==> src/rtl/gbe_status_pkg.sv <==
// ----------------------------------------------------------------------------
// gbe_status_pkg
//   Shared definitions for the 10GbE TX status monitor:
//   - bit positions of every field in the packed 32-bit status word
//   - the frame-tracking FSM state type
// ----------------------------------------------------------------------------
package gbe_status_pkg;

  // Status word field positions
  localparam int LINK_BIT   = 31;
  localparam int OVF_BIT    = 30;
  localparam int AFULL_BIT  = 29;
  localparam int LENERR_BIT = 28;
  localparam int LDCNT_MSB  = 27;
  localparam int LDCNT_LSB  = 24;
  localparam int HB_BIT     = 23;
  localparam int FCNT_MSB   = 15;
  localparam int FCNT_LSB   = 0;

  // Frame tracker states
  typedef enum logic [1:0] {
    IDLE     = 2'd0,
    IN_FRAME = 2'd1,
    DROP     = 2'd2
  } frame_state_e;

endpackage : gbe_status_pkg

==> src/rtl/gbe_frame_tracker.sv <==
// ----------------------------------------------------------------------------
// gbe_frame_tracker
//   Follows TX frames word by word and flags the outcome of each frame.
//   A frame that reaches MAX_FRAME_WORDS words without tx_eof is a length
//   error; the rest of it is discarded up to and including its tx_eof.
//
// Ports
//   user_clk    in  clock
//   user_rst_n  in  asynchronous active-low reset (FSM -> IDLE, wlen -> 0)
//   tx_valid    in  data word accepted this cycle
//   tx_eof      in  end of frame, qualified by tx_valid
//   frame_ok    out one-cycle pulse: a frame of legal length completed
//   len_err     out one-cycle pulse: a frame hit the length limit
//
// Both outputs are combinational from the current state and inputs, so the
// event lands in the parent's registers on the same edge the word is sampled.
// ----------------------------------------------------------------------------
module gbe_frame_tracker
  import gbe_status_pkg::*;
#(
  parameter int MAX_FRAME_WORDS = 1024
) (
  input  logic user_clk,
  input  logic user_rst_n,
  input  logic tx_valid,
  input  logic tx_eof,
  output logic frame_ok,
  output logic len_err
);

  localparam int WLEN_W = $clog2(MAX_FRAME_WORDS + 1);
  // One extra bit so the incremented length can be compared without wrap.
  localparam logic [WLEN_W:0] MAX_WORDS = (WLEN_W + 1)'(MAX_FRAME_WORDS);

  frame_state_e      state_q, state_d;
  logic [WLEN_W-1:0] wlen_q, wlen_d;
  logic [WLEN_W:0]   wlen_inc;

  assign wlen_inc = {1'b0, wlen_q} + (WLEN_W + 1)'(1);

  // NOTE: every output of this block gets a default first, so no path can
  // leave a signal unassigned and infer a latch.
  always_comb begin
    state_d  = state_q;
    wlen_d   = wlen_q;
    frame_ok = 1'b0;
    len_err  = 1'b0;
    if (tx_valid) begin
      unique case (state_q)
        IDLE: begin
          if (tx_eof) begin
            frame_ok = 1'b1;
          end else begin
            wlen_d  = WLEN_W'(1);
            state_d = IN_FRAME;
          end
        end
        IN_FRAME: begin
          wlen_d = wlen_inc[WLEN_W-1:0];
          if (tx_eof) begin
            frame_ok = (wlen_inc <= MAX_WORDS);
            wlen_d   = '0;
            state_d  = IDLE;
          end else if (wlen_inc == MAX_WORDS) begin
            len_err = 1'b1;
            wlen_d  = '0;
            state_d = DROP;
          end
        end
        DROP: begin
          if (tx_eof) state_d = IDLE;
        end
        default: begin
          wlen_d  = '0;
          state_d = IDLE;
        end
      endcase
    end
  end

  // NOTE: state registers use non-blocking assignments so every flop samples
  // the pre-edge values regardless of process evaluation order.
  always_ff @(posedge user_clk or negedge user_rst_n) begin
    if (!user_rst_n) begin
      state_q <= IDLE;
      wlen_q  <= '0;
    end else begin
      state_q <= state_d;
      wlen_q  <= wlen_d;
    end
  end

endmodule : gbe_frame_tracker

==> src/rtl/gbe_tx_status_monitor.sv <==
// ----------------------------------------------------------------------------
// gbe_tx_status_monitor
//   Collects live and sticky 10GbE TX status in the user_clk domain and packs
//   it into a 32-bit word for the software status register.
//
// Ports
//   user_clk     in   sole clock
//   user_rst_n   in   asynchronous active-low reset
//   tx_valid     in   TX word accepted this cycle
//   tx_eof       in   end of frame, qualified by tx_valid
//   tx_overflow  in   TX buffer overflow level   -> sticky [30]
//   tx_afull     in   TX buffer almost-full level -> sticky [29]
//   link_up      in   PHY link level -> live [31], falls counted in [27:24]
//   ctrl_clr     in   software clear level; only its rising edge clears
//   status_word  out  {link, ovf, afull, lenerr, ldcnt[3:0], hb, 7'b0, fcnt[15:0]}
//
// Build option
//   GBE_STATUS_HEARTBEAT_EN : when defined, bit [23] toggles every
//   HEARTBEAT_CYCLES cycles; otherwise bit [23] is constant 0.
//
// status_word is driven only by registers; a clear pulse overrides any
// counter increment or sticky set from the same cycle.
// ----------------------------------------------------------------------------
module gbe_tx_status_monitor
  import gbe_status_pkg::*;
#(
  parameter int MAX_FRAME_WORDS  = 1024,
  parameter int HEARTBEAT_CYCLES = 2**27
) (
  input  logic        user_clk,
  input  logic        user_rst_n,
  input  logic        tx_valid,
  input  logic        tx_eof,
  input  logic        tx_overflow,
  input  logic        tx_afull,
  input  logic        link_up,
  input  logic        ctrl_clr,
  output logic [31:0] status_word
);

  logic        frame_ok, len_err;
  logic        clr_pulse, link_fall;

  logic        ctrl_clr_q, ctrl_clr_d;
  logic        link_q,     link_d;
  logic        ovf_q,      ovf_d;
  logic        afull_q,    afull_d;
  logic        lenerr_q,   lenerr_d;
  logic [3:0]  ldcnt_q,    ldcnt_d;
  logic [15:0] fcnt_q,     fcnt_d;
  logic        hb;

  gbe_frame_tracker #(
    .MAX_FRAME_WORDS (MAX_FRAME_WORDS)
  ) u_frame_tracker (
    .user_clk   (user_clk),
    .user_rst_n (user_rst_n),
    .tx_valid   (tx_valid),
    .tx_eof     (tx_eof),
    .frame_ok   (frame_ok),
    .len_err    (len_err)
  );

  // link_q doubles as the previous link level; reset makes it 0, so a link
  // that is already down at reset release is not counted as a fall.
  assign clr_pulse = ctrl_clr & ~ctrl_clr_q;
  assign link_fall = link_q & ~link_up;

  always_comb begin
    ctrl_clr_d = ctrl_clr;
    link_d     = link_up;
    if (clr_pulse) begin
      ovf_d    = 1'b0;
      afull_d  = 1'b0;
      lenerr_d = 1'b0;
      ldcnt_d  = '0;
      fcnt_d   = '0;
    end else begin
      ovf_d    = ovf_q    | tx_overflow;
      afull_d  = afull_q  | tx_afull;
      lenerr_d = lenerr_q | len_err;
      ldcnt_d  = (link_fall && ldcnt_q != 4'hF) ? ldcnt_q + 4'd1 : ldcnt_q;
      fcnt_d   = fcnt_q + 16'(frame_ok);
    end
  end

  always_ff @(posedge user_clk or negedge user_rst_n) begin
    if (!user_rst_n) begin
      ctrl_clr_q <= 1'b0;
      link_q     <= 1'b0;
      ovf_q      <= 1'b0;
      afull_q    <= 1'b0;
      lenerr_q   <= 1'b0;
      ldcnt_q    <= '0;
      fcnt_q     <= '0;
    end else begin
      ctrl_clr_q <= ctrl_clr_d;
      link_q     <= link_d;
      ovf_q      <= ovf_d;
      afull_q    <= afull_d;
      lenerr_q   <= lenerr_d;
      ldcnt_q    <= ldcnt_d;
      fcnt_q     <= fcnt_d;
    end
  end

`ifdef GBE_STATUS_HEARTBEAT_EN
  localparam int HB_W = (HEARTBEAT_CYCLES > 1) ? $clog2(HEARTBEAT_CYCLES) : 1;
  localparam logic [HB_W-1:0] HB_LAST = HB_W'(HEARTBEAT_CYCLES - 1);

  logic [HB_W-1:0] hb_cnt_q, hb_cnt_d;
  logic            hb_q, hb_d;

  // Free-running: software clear must not disturb the clock-alive indicator.
  always_comb begin
    hb_cnt_d = hb_cnt_q + HB_W'(1);
    hb_d     = hb_q;
    if (hb_cnt_q == HB_LAST) begin
      hb_cnt_d = '0;
      hb_d     = ~hb_q;
    end
  end

  always_ff @(posedge user_clk or negedge user_rst_n) begin
    if (!user_rst_n) begin
      hb_cnt_q <= '0;
      hb_q     <= 1'b0;
    end else begin
      hb_cnt_q <= hb_cnt_d;
      hb_q     <= hb_d;
    end
  end

  assign hb = hb_q;
`else
  assign hb = 1'b0;
`endif

  always_comb begin
    status_word                       = '0;
    status_word[LINK_BIT]             = link_q;
    status_word[OVF_BIT]              = ovf_q;
    status_word[AFULL_BIT]            = afull_q;
    status_word[LENERR_BIT]           = lenerr_q;
    status_word[LDCNT_MSB:LDCNT_LSB]  = ldcnt_q;
    status_word[HB_BIT]               = hb;
    status_word[FCNT_MSB:FCNT_LSB]    = fcnt_q;
  end

endmodule : gbe_tx_status_monitor
==> config.mk <==
export PLATFORM = sky130hd
export DESIGN_NAME = gbe_tx_status_monitor
export DESIGN_NICKNAME = d
export VERILOG_FILES = /design/src/rtl/gbe_status_pkg.sv /design/src/rtl/gbe_frame_tracker.sv /design/src/rtl/gbe_tx_status_monitor.sv
export SDC_FILE = /design/constraint.sdc
export NUM_CORES = 1
export LEC_CHECK = 0
export ABC_CLOCK_PERIOD_IN_PS = 3700
export BUFFER_PORTS_ARGS = -buffer_cell sky130_fd_sc_hd__buf_2
export CORE_MARGIN = 2
export CORE_UTILIZATION = 30
export DETAILED_ROUTE_END_ITERATION = 8
export PLACE_DENSITY = 0.48
export SLEW_MARGIN = 10
export SYNTH_ARGS = -nofsm -noshare
export SYNTH_HDL_FRONTEND = slang
export SYNTH_SLANG_ARGS = --single-unit
==> constraint.sdc <==
create_clock -name user_clk -period 3.7 [get_ports user_clk]
set_input_delay 0.37 -clock user_clk [delete_from_list [all_inputs] [get_ports user_clk]]
set_output_delay 0.37 -clock user_clk [all_outputs]
set_load 0.03 [all_outputs]
==> reports/qor.yml <==
max_slew.worst_pin.slew_ns: 0.864
die_h_microns: 87.6
grt_overflow: 0
num_rows: 30
rsz0062_at_grt: "no"
skew_ns: 0.00548
initial_core_util: 0.309
area_delta_synth_final_pct: 14.6
ctsResizeCount: 0
track_usage: 0.123
chipWidth_microns: 87.6
setup_viol: 0
yosysSeqAreaShare: 0.453
relSlewSlack: 0.424
syn_inst: 219
met1_length_microns: 2070
cp.required_ns: 3.93
clock_latency_ns: 0.29
hold_path_class: "primary input to async pin"
clock_sinks: 38
clockRootBuffer: "clkbuf_8"
portBuffers: 31
fin_setup_tns_ns: 0
cts.reportedPaths.clkPinSlew_ns: 0.08
synth_fa_ha_area_frac: 0.0239
grt_first_pass_wirelength_microns: 7360
cts_buffer_depth: 2
dr_wl_met3_microns: 177
power.density_nw_per_um2: 398
cts-buffers-inserted: 5
gp_congestion: 0.820
ant_nets: 0
via_per_inst: 4.70
synth_flop_cell: "dfrtp_1"
async_flop_share: 1.00
synth-edff-count: 0
final_max_slew_viol_count: 0
fmax_mhz: 303
cts_tree: "done"
ys_types: 48
synth.yosys.warnings: 0
vdd_ir_drop_max_uv: 132
drive_gt1_frac: 0.218
worstPathArrival_ns: 3.52
setup.worst_path.start_class: "flip-flop"
ys_ff_latch: 38
cap_violations: 0
grt_max_degree: 39
min_period_over_period: 0.892
synthSimpleGateAreaFrac: 0.218
first_pass_iters: 4
synth-compound-area-share: 0.138
htree_levels: 2
dp_hpwl_microns: 2970
via_count: 1618
synth_top_family_by_area: "simple AND/OR/NAND/NOR gates"
multi_input_area_sq_um: 1020
p_leak_nw: 1.08
min_period_ns: 3.30
crit_type: "flip-flop to flip-flop"
coreArea_sq_um: 6790
wl_microns: 4310
status: "complete, no violations"
antenna_cells: 0
postCtsSetupBuffers: 0
top_layer: "met4"
synth_xor_area_frac: 0.0793
route.detailed.drc: 0
synthMuxAreaShare: 0.0119
end_kind: "flip-flop"
nets: 259
hold_buffers: 0
syn_area_sq_um: 2100
power_mw: 0.958
grt_pass1_vias: 1565
ff_latch_area_sq_um: 951
die-area_sq_um: 7680
hold_viol: 0
postSynthAreaPerCell_sq_um: 9.58
io_pins: 40
post_drt_wl_per_cell_microns: 12.5
crit_fanout: 8
drt_iter0_drc: 68
wl_met2_microns: 1990
antenna_found_initial: 0
nFillCells: 697
path summary, 6_finish.rpt:
check,slack (ns),cells after the start,from,endpoint
min in group user_clk,0.19,1,ctrl_clr,ctrl_clr_q
max in group asynchronous,2.98,1,user_rst_n,u_frame_tracker.wlen_q[1]
worst min-delay path,0.18,1,user_rst_n,fcnt_q[9]
worst min register to register,0.49,2,afull_q,afull_q
worst max register to register,0.40,10,u_frame_tracker.wlen_q[0],fcnt_q[13]
worst max-delay path,0.40,10,u_frame_tracker.wlen_q[0],fcnt_q[13]
cell usage in the layout, fill, tap and decap left out, types with 2 or more instances in the layout:
master / n
dfrtp_1: 38
buf_2: 31
nor2_1: 28
nand2_1: 17
o21ai_0: 14
xnor2_1: 12
nand3_1: 10
inv_1: 8
conb_1: 8
nand4_1: 7
xor2_1: 7
nor3_1: 6
a21oi_1: 6
clkbuf_8: 5
and3_1: 4
ha_1: 4
o211ai_1: 2
nor4_2: 2
nor2b_1: 2
or3_1: 2
o31ai_1: 2
o41ai_1: 2
o21ai_1: 2
clkinvlp_4: 2
buf_4: 2
where the power goes:
part           total, mW  leakage (nW)  switching (mW)  internal, mW
Sequential         0.466         0.511          0.0294         0.437
Combinational      0.129         0.515          0.0897        0.0393
Clock              0.363        0.0504           0.162         0.201
cell usage after synthesis (2+ instances only):
cell	count	area share
o211ai_1	2	0.0072
or3_1	2	0.0060
ha_1	4	0.024
nand2_1	17	0.030
nor2b_1	2	0.0060
dfrtp_1	38	0.45
o21ai_1	2	0.0048
o31ai_1	2	0.0072
nand4_1	7	0.021
nand3_1	10	0.024
clkbuf_1	6	0.011
nor2_1	28	0.050
o21ai_0	14	0.033
o41ai_1	2	0.0083
nor4_2	2	0.012
xnor2_1	12	0.050
buf_4	12	0.043
and3_1	4	0.012
inv_1	8	0.014
xor2_1	7	0.029
nor3_1	6	0.014
a21oi_1	6	0.014
logic make-up after synthesis:
family	after synthesis
buf+inv	27
simple gates	88
flops	38
compound gates	40
other cells	1
mux	2
xor+xnor	19
fa+ha+maj	4
cell type report:
class	instances	area share
inverter	8	0.0125
clock inverter	3	0.0187
multi-input combinational	161	0.424
tap	96	0.0499
clock buffer	5	0.0286
timing repair buffer	33	0.0708
sequential	38	0.395
per-stage QoR:
stage          setup WS (ns)  hold WS, ns  cell area [sq um]  cells   util
3_3_place_gp           0.520        0.468               2290    336  0.337
4_1_cts                0.411        0.180               2400    344  0.354
5_1_grt                0.125        0.168               2400    344  0.354
6_report               0.401        0.181               2400    344  0.354
2_1_floorplan          0.733       0.0744               2120    226      -
3_5_place_dp           0.449        0.475               2290    336  0.337
worst max-delay path: stages (launching register included):
cell and delay [ns]:
dfrtp_1 0.47, nand3_1 0.21, nor4_2 0.46, mux2_4 0.38
nor2_1 0.17, o2111a_1 0.23, ha_1 0.21, nand2_1 0.11
or4_4 0.53, or3_1 0.32, a21oi_1 0.14
sequential cells by signal (all words and copies together) (netlist names):
name                     cells
u_frame_tracker.state_q      2
fcnt_q                      16
ldcnt_q                      4
ovf_q                        1
lenerr_q                     1
link_q                       1
afull_q                      1
u_frame_tracker.wlen_q      11
ctrl_clr_q                   1
metal layers:
layer | up-vias | track usage
li1 | 803 | -
met1 | 775 | 0.159
met2 | 33 | 0.193
met3 | 7 | 0.0302
met4 | 0 | 0.0559
met5 | - | 0
Power figures use the tool's default switching activity.
